`src/rtl/operand_sel_pipe.sv`:
```
// N-way operand select feeding a DEPTH-stage register chain with stall/flush and
// out-of-range select detection. Define OPERAND_SEL_ERRCNT_EN to add err_count.
module operand_sel_pipe #(
  parameter int              WIDTH       = 32,
  parameter int              N_IN        = 4,
  parameter int              SEL_W       = 2,
  parameter int              DEPTH       = 1,
  parameter logic [WIDTH-1:0] DEFAULT_VAL = '0
) (
  input  logic                  clk,
  input  logic                  rst,
  input  logic [N_IN*WIDTH-1:0] in_bus,
  input  logic [SEL_W-1:0]      in_sel,
  input  logic                  in_valid,
  input  logic                  stall,
  input  logic                  flush,
  output logic [WIDTH-1:0]      out_data,
  output logic                  out_valid,
  output logic                  out_sel_err
`ifdef OPERAND_SEL_ERRCNT_EN
  ,
  output logic [7:0]            err_count
`endif
);

  // Flow control: an item is accepted on any edge with in_valid=1, stall=0 and
  // flush=0; while stall=1 nothing moves and the producer must hold its item.
  logic [WIDTH-1:0] sel_data;
  logic             sel_err;

  always_comb begin
    sel_data = DEFAULT_VAL;
    sel_err  = 1'b1;
    for (int k = 0; k < N_IN; k++) begin
      if (in_sel == SEL_W'(k)) begin
        sel_data = in_bus[k*WIDTH +: WIDTH];
        sel_err  = 1'b0;
      end
    end
  end

  logic [WIDTH-1:0] data_q [DEPTH];
  logic [DEPTH-1:0] valid_q;
  logic [DEPTH-1:0] err_q;

  // Reset and flush have the same effect on the stages; both beat stall.
  always_ff @(posedge clk) begin
    if (rst || flush) begin
      for (int i = 0; i < DEPTH; i++) begin
        data_q[i] <= '0;
      end
      valid_q <= '0;
      err_q   <= '0;
    end else if (!stall) begin
      data_q[0]  <= sel_data;
      valid_q[0] <= in_valid;
      err_q[0]   <= in_valid & sel_err;
      for (int i = 1; i < DEPTH; i++) begin
        data_q[i]  <= data_q[i-1];
        valid_q[i] <= valid_q[i-1];
        err_q[i]   <= err_q[i-1];
      end
    end
  end

  assign out_data    = data_q[DEPTH-1];
  assign out_valid   = valid_q[DEPTH-1];
  assign out_sel_err = err_q[DEPTH-1];

`ifdef OPERAND_SEL_ERRCNT_EN
  // Saturating count of erroneous items leaving the pipe; flush leaves it alone.
  always_ff @(posedge clk) begin
    if (rst) begin
      err_count <= '0;
    end else if (out_valid && out_sel_err && !stall && (err_count != 8'hFF)) begin
      err_count <= err_count + 8'd1;
    end
  end
`endif

endmodule

```
`config.mk`:
```
export PLATFORM = sky130hd
export DESIGN_NAME = operand_sel_pipe
export DESIGN_NICKNAME = d
export VERILOG_FILES = /design/src/rtl/operand_sel_pipe.sv
export SDC_FILE = /design/constraint.sdc
export NUM_CORES = 1
export LEC_CHECK = 0
export BUFFER_PORTS_ARGS = -buffer_cell sky130_fd_sc_hd__clkbuf_2
export CAP_MARGIN = 30
export CORE_MARGIN = 5
export CORE_UTILIZATION = 39
export CTS_CLUSTER_SIZE = 20
export DETAILED_ROUTE_END_ITERATION = 8
export GPL_ROUTABILITY_DRIVEN = 0
export PLACE_DENSITY = 0.81
export SETUP_SLACK_MARGIN = 0.2
export SLEW_MARGIN = 20
export SYNTH_ARGS = -nofsm -noshare
export SYNTH_HDL_FRONTEND = slang
export SYNTH_SLANG_ARGS = --single-unit
```
`constraint.sdc`:
```
create_clock -name clk -period 1.61 [get_ports clk]
set_input_delay 0 -clock clk [delete_from_list [all_inputs] [get_ports clk]]
set_output_delay 0 -clock clk [all_outputs]
set_load 0.005 [all_outputs]
```
== Yosys cells after proc, flatten, opt, wreduce, memory -nomap -nowiden ==
Memories as Yosys holds them, arrays and structs flattened.
Cells that the tools add are included.

* Register bits after elaboration: 2
* Bits in writable memories: 32
* Input bits: 135
* Output and inout port bits: 34
* Word-level logic and storage cells: 25
* Memories: 1

{| class="wikitable"
|+ Memory list
! name !! words !! bits a word !! rd ports !! clocked after Yosys merged registers in !! wr ports !! RTL line !! text
|-
| data_q || 1 || 32 || 1 || 0 || 1 || 42 || <nowiki>logic [WIDTH-1:0] data_q [DEPTH];</nowiki>
|}

* Equality and inequality tests: 3
* Multiplexer cells: 15
* Bitwise gates (word level): 1
* Reduce and logical (&&, ||, !) cells: 3

{| class="wikitable"
|+ Operators by type and width
! kind !! number
|-
| 2-to-1 mux 32 bit || 5
|-
| OR reduction 32 bit || 1
|-
| 2-to-1 mux 1 bit || 10
|-
| equality test 2 bit, second input constant || 2
|-
| equality test 2 x 1 -> 1 bit, second input constant || 1
|-
| zero test 2 bit || 1
|-
| bitwise AND 1 bit || 1
|-
| logical OR 1 bit || 1
|}

== Logic depth before layout (Yosys ltp) ==
* Word-level depth: 6
* Depth in mapped cells: 4
* Depth with buffers taken out: 2

== Worst setup path before layout ==
No wires, ideal clock.

* Path type: in2reg
* Start: input port flush
* End: memory data_q[0][0], enable pin
* Arrival time: 0.660 ns
* Path slack: 0.471 ns
* Stages: 2
* Cell sequence: nor2_1 nand2_1

* Word-level cells in the longest chain between the ends: 5

{| class="wikitable"
|+ Ends and longest elaborated chain
! what !! RTL line !! text
|-
| from (decl) || 16 || <nowiki>input logic flush,</nowiki>
|-
| logical OR 1 bit (*) || 48 || <nowiki>if (rst || flush) begin</nowiki>
|-
| 2-to-1 mux 1 bit || 48 ||
|-
| 2-to-1 mux 1 bit (implied by the code) || 55 || <nowiki>data_q[0] <= sel_data;</nowiki>
|-
| OR reduction 32 bit (no source line) || n/a ||
|-
| 2-to-1 mux 1 bit (no source line) (*) || n/a ||
|-
| to (decl) || 42 ||
|}

Mark *: on every way between the ends. The rest lies on a longest branch, timed or not.

== Worst setup path after layout ==
* Start: input port rst
* End: memory data_q[0][28] (data pin)

* Word-level cells in the longest chain between the ends: 5

{| class="wikitable"
|+ Ends and longest elaborated chain
! what !! RTL line !! text
|-
| from (decl) || 11 || <nowiki>input logic rst,</nowiki>
|-
| logical OR 1 bit || 48 ||
|-
| 2-to-1 mux 1 bit || 48 ||
|-
| 2-to-1 mux 1 bit (implied by the code) || 55 ||
|-
| OR reduction 32 bit (no source line) || n/a ||
|-
| 2-to-1 mux 32 bit (no source line) || n/a ||
|}

Every way passes these cells.

==> impl_metrics.tcl <==
set metrics [dict create \
    startpoint_type "input pin" \
    die_w_um 81.58 \
    max_stage_delay_ns 0.53 \
    antenna_found_initial 0 \
    syn_area_mm2 0.001998 \
    status "finished clean" \
    wl_mm 5.971 \
    synth_edf_count 32 \
    power_switching_mw 0.4977 \
    max_freq_mhz 725.8 \
    coreArea_mm2 0.005042 \
    worst_pin_slew_ns 0.2810 \
    overflow 0 \
    stdcell_count 393 \
    min_period_ns 1.378 \
    htree_levels 2 \
    fin_util_pct 60.65 \
    cp_cell_sequence "dlygate4sd3_1, clkbuf_2, or4b_4, buf_6, o22ai_1" \
    synth_top_area_share_pct 48.09 \
    end_kind "flip-flop" \
    fin_skew_ns 0 \
    dieArea_mm2 0.006655 \
    synth_seq_cells 34 \
    ys_top_cells_by_count "mux2i_1, edfxtp_1, o22ai_1" \
    ys.flop_type "edfxtp_1" \
    hold_violations 0 \
    n_antenna_cell 0 \
    clkPwrFrac_pct 27.6 \
    p_comb_share_pct 22.3 \
    ios 169 \
    synth_most_common_cell "mux2i_1" \
    rsz0062_at_grt "false" \
    drt_first_pass_iters 4 \
    synthTopCellsByArea "edfxtp_1, mux2i_1, o22ai_1" \
    ys_async_sr_fraction_pct 0 \
    grt_max_degree 28 \
    arrival_ns 1.49 \
    cts_tree "yes" \
    cts_made_buffers 5 \
    yosysWarnings 0 \
    syn_nets 287 \
    grt_pass1_wl_mm 8.818 \
    dpl.cell_count 383 \
    dp_slack_ns 0.3251 \
    path_clk_slew_ns 0.07 \
    layout-drive-gt1-share_pct 58.20 \
    die_y_um 81.58 \
    sequentialPowerShare_pct 50.2 \
    drt-vias-per-instance 4.911 \
    power.leakage_nw 1.650 \
    drt_drc_violations_left 0 \
    placed_cell_area_mm2 0.002904 \
    drv_slew 0 \
    fin_crit_sh_pct 85.58 \
    post_cts_buffers 0 \
    via_count 1930 \
    internal_power_mw 1.579 \
    cts_root_buf "clkbuf_8" \
    slew_headroom_pct 81.26 \
    required_ns 1.72 \
    io_buffers 168 \
    rows 26 \
    stdcell_area_mm2 0.003058 \
    slowest_stage "dlygate4sd3_1" \
    clock_latency_ns 0.28 \
    min_path_type "input pin to flip-flop" \
    wl_per_cell_um 15.19 \
    ant_nets 0 \
    swShare_pct 23.96 \
    grt_pass1_vias 1942 \
    nets 457 \
    path_max_fanout 15 \
    dpl.hpwl_mm 4.892 \
    ir_drop_mv 0.3941 \
    areaGrowthSynthToFinish_pct 53.04 \
    tns_ns 0 \
    yosysTopAreaCell "edfxtp_1" \
    max-cap-violations 0 \
    drtIter0Drc 52 \
    initial_utilization_pct 39.63 \
    synth_seq_area_share_pct 50.09 \
    crit_type "input pin to flip-flop" \
    clockBufferDepth 2 \
    synth_cell_types 14 \
    setup_slack_ns 0.2322 \
    globalRouteTotalUtil_pct 17.32 \
    avgSynthCellArea_um2 13.15 \
    cts.sinks 34 \
    netlist_instances 152 \
    setup_violations 0 \
    power.density_mw_per_mm2 679.2 \
]
critical path: cells and delay by family:
family / cells / cell delay [ns]
and+or+nand+nor: 1 / 0.50
buffers and inverters: 3 / 0.84
AOI/OAI and AO/OA: 1 / 0.14
layer usage:
metal / GRT usage, % / wire (µm)
met1: 18.63 / 2047
met2: 32.57 / 3258
met3: 5.263 / 609
met4: 4.817 / 56
met5: 0 / 0
path summary, 6_finish.rpt:
kind	startpoint	endpoint	slack, ns	cells past startpoint
max	rst	data_q[0][28]	0.23	5
min	stall	out_sel_err	0.04	2
max reg2reg	out_valid	out_valid	0.45	3
min reg2reg	out_sel_err	out_sel_err	0.48	1
area by class of cell:
class	instances	area (µm²)
sequential	34	1001
clock inverter	3	11.26
multi-input combinational	103	925.9
timing repair buffer	178	963.4
clock buffer	5	68.82
tap	70	87.58
fill	424	1984
stage by stage:
step / total power, mW / hold slack [ns]
floorplan: 1.255 / 0.07679
global placement: 1.500 / 0.2117
detailed placement: 1.515 / 0.2177
CTS: 2.091 / 0.01520
global route: 2.201 / 0.02506
finish: 2.077 / 0.04133
sequential cells by signal, indices dropped and copies added, names as in the netlist:
name         cells
out_sel_err      1
data_q          32
out_valid        1
layout by cell type, fill, tap and decap left out:
| cell type | n |
|---|---|
| clkbuf_2 | 167 |
| mux2i_1 | 65 |
| edfxtp_1 | 32 |
| o22ai_1 | 27 |
| o22ai_2 | 5 |
| clkbuf_8 | 5 |
| buf_6 | 4 |
| clkinv_1 | 3 |
| buf_4 | 3 |
| dlygate4sd3_1 | 2 |
| dfxtp_1 | 2 |
| buf_12 | 2 |
| nor2_1 | 1 |
| nand2_1 | 1 |
| or4_4 | 1 |
| or4b_4 | 1 |
| nor3_1 | 1 |
| and3_1 | 1 |
logic make-up after synthesis:
family          after synthesis  synth area share (%)
mux                          65                 32.56
flops                        34                 50.09
compound gates               32                 10.02
buf+inv                      15                 5.510
simple gates                  6                 1.816
power groups by stage:
stage / clock network [mW] / registers, mW / logic (mW)
6_report: 0.572 / 1.04 / 0.463
5_1_grt: 0.643 / 1.05 / 0.511
4_1_cts: 0.590 / 1.04 / 0.458
3_5_place_dp: 0 / 1.06 / 0.454
3_3_place_gp: 0 / 1.06 / 0.443
2_1_floorplan: 0 / 1.07 / 0.187
repair_timing:
item | 4_1_cts | 5_1_grt
setup endpoints to repair | 0 | 29
endpoints found under the hold margin | 1 | 0
hold buffers | 2 | 0
resized for setup | 0 | 11
Note: power is estimated with default switching activity, not from simulation.
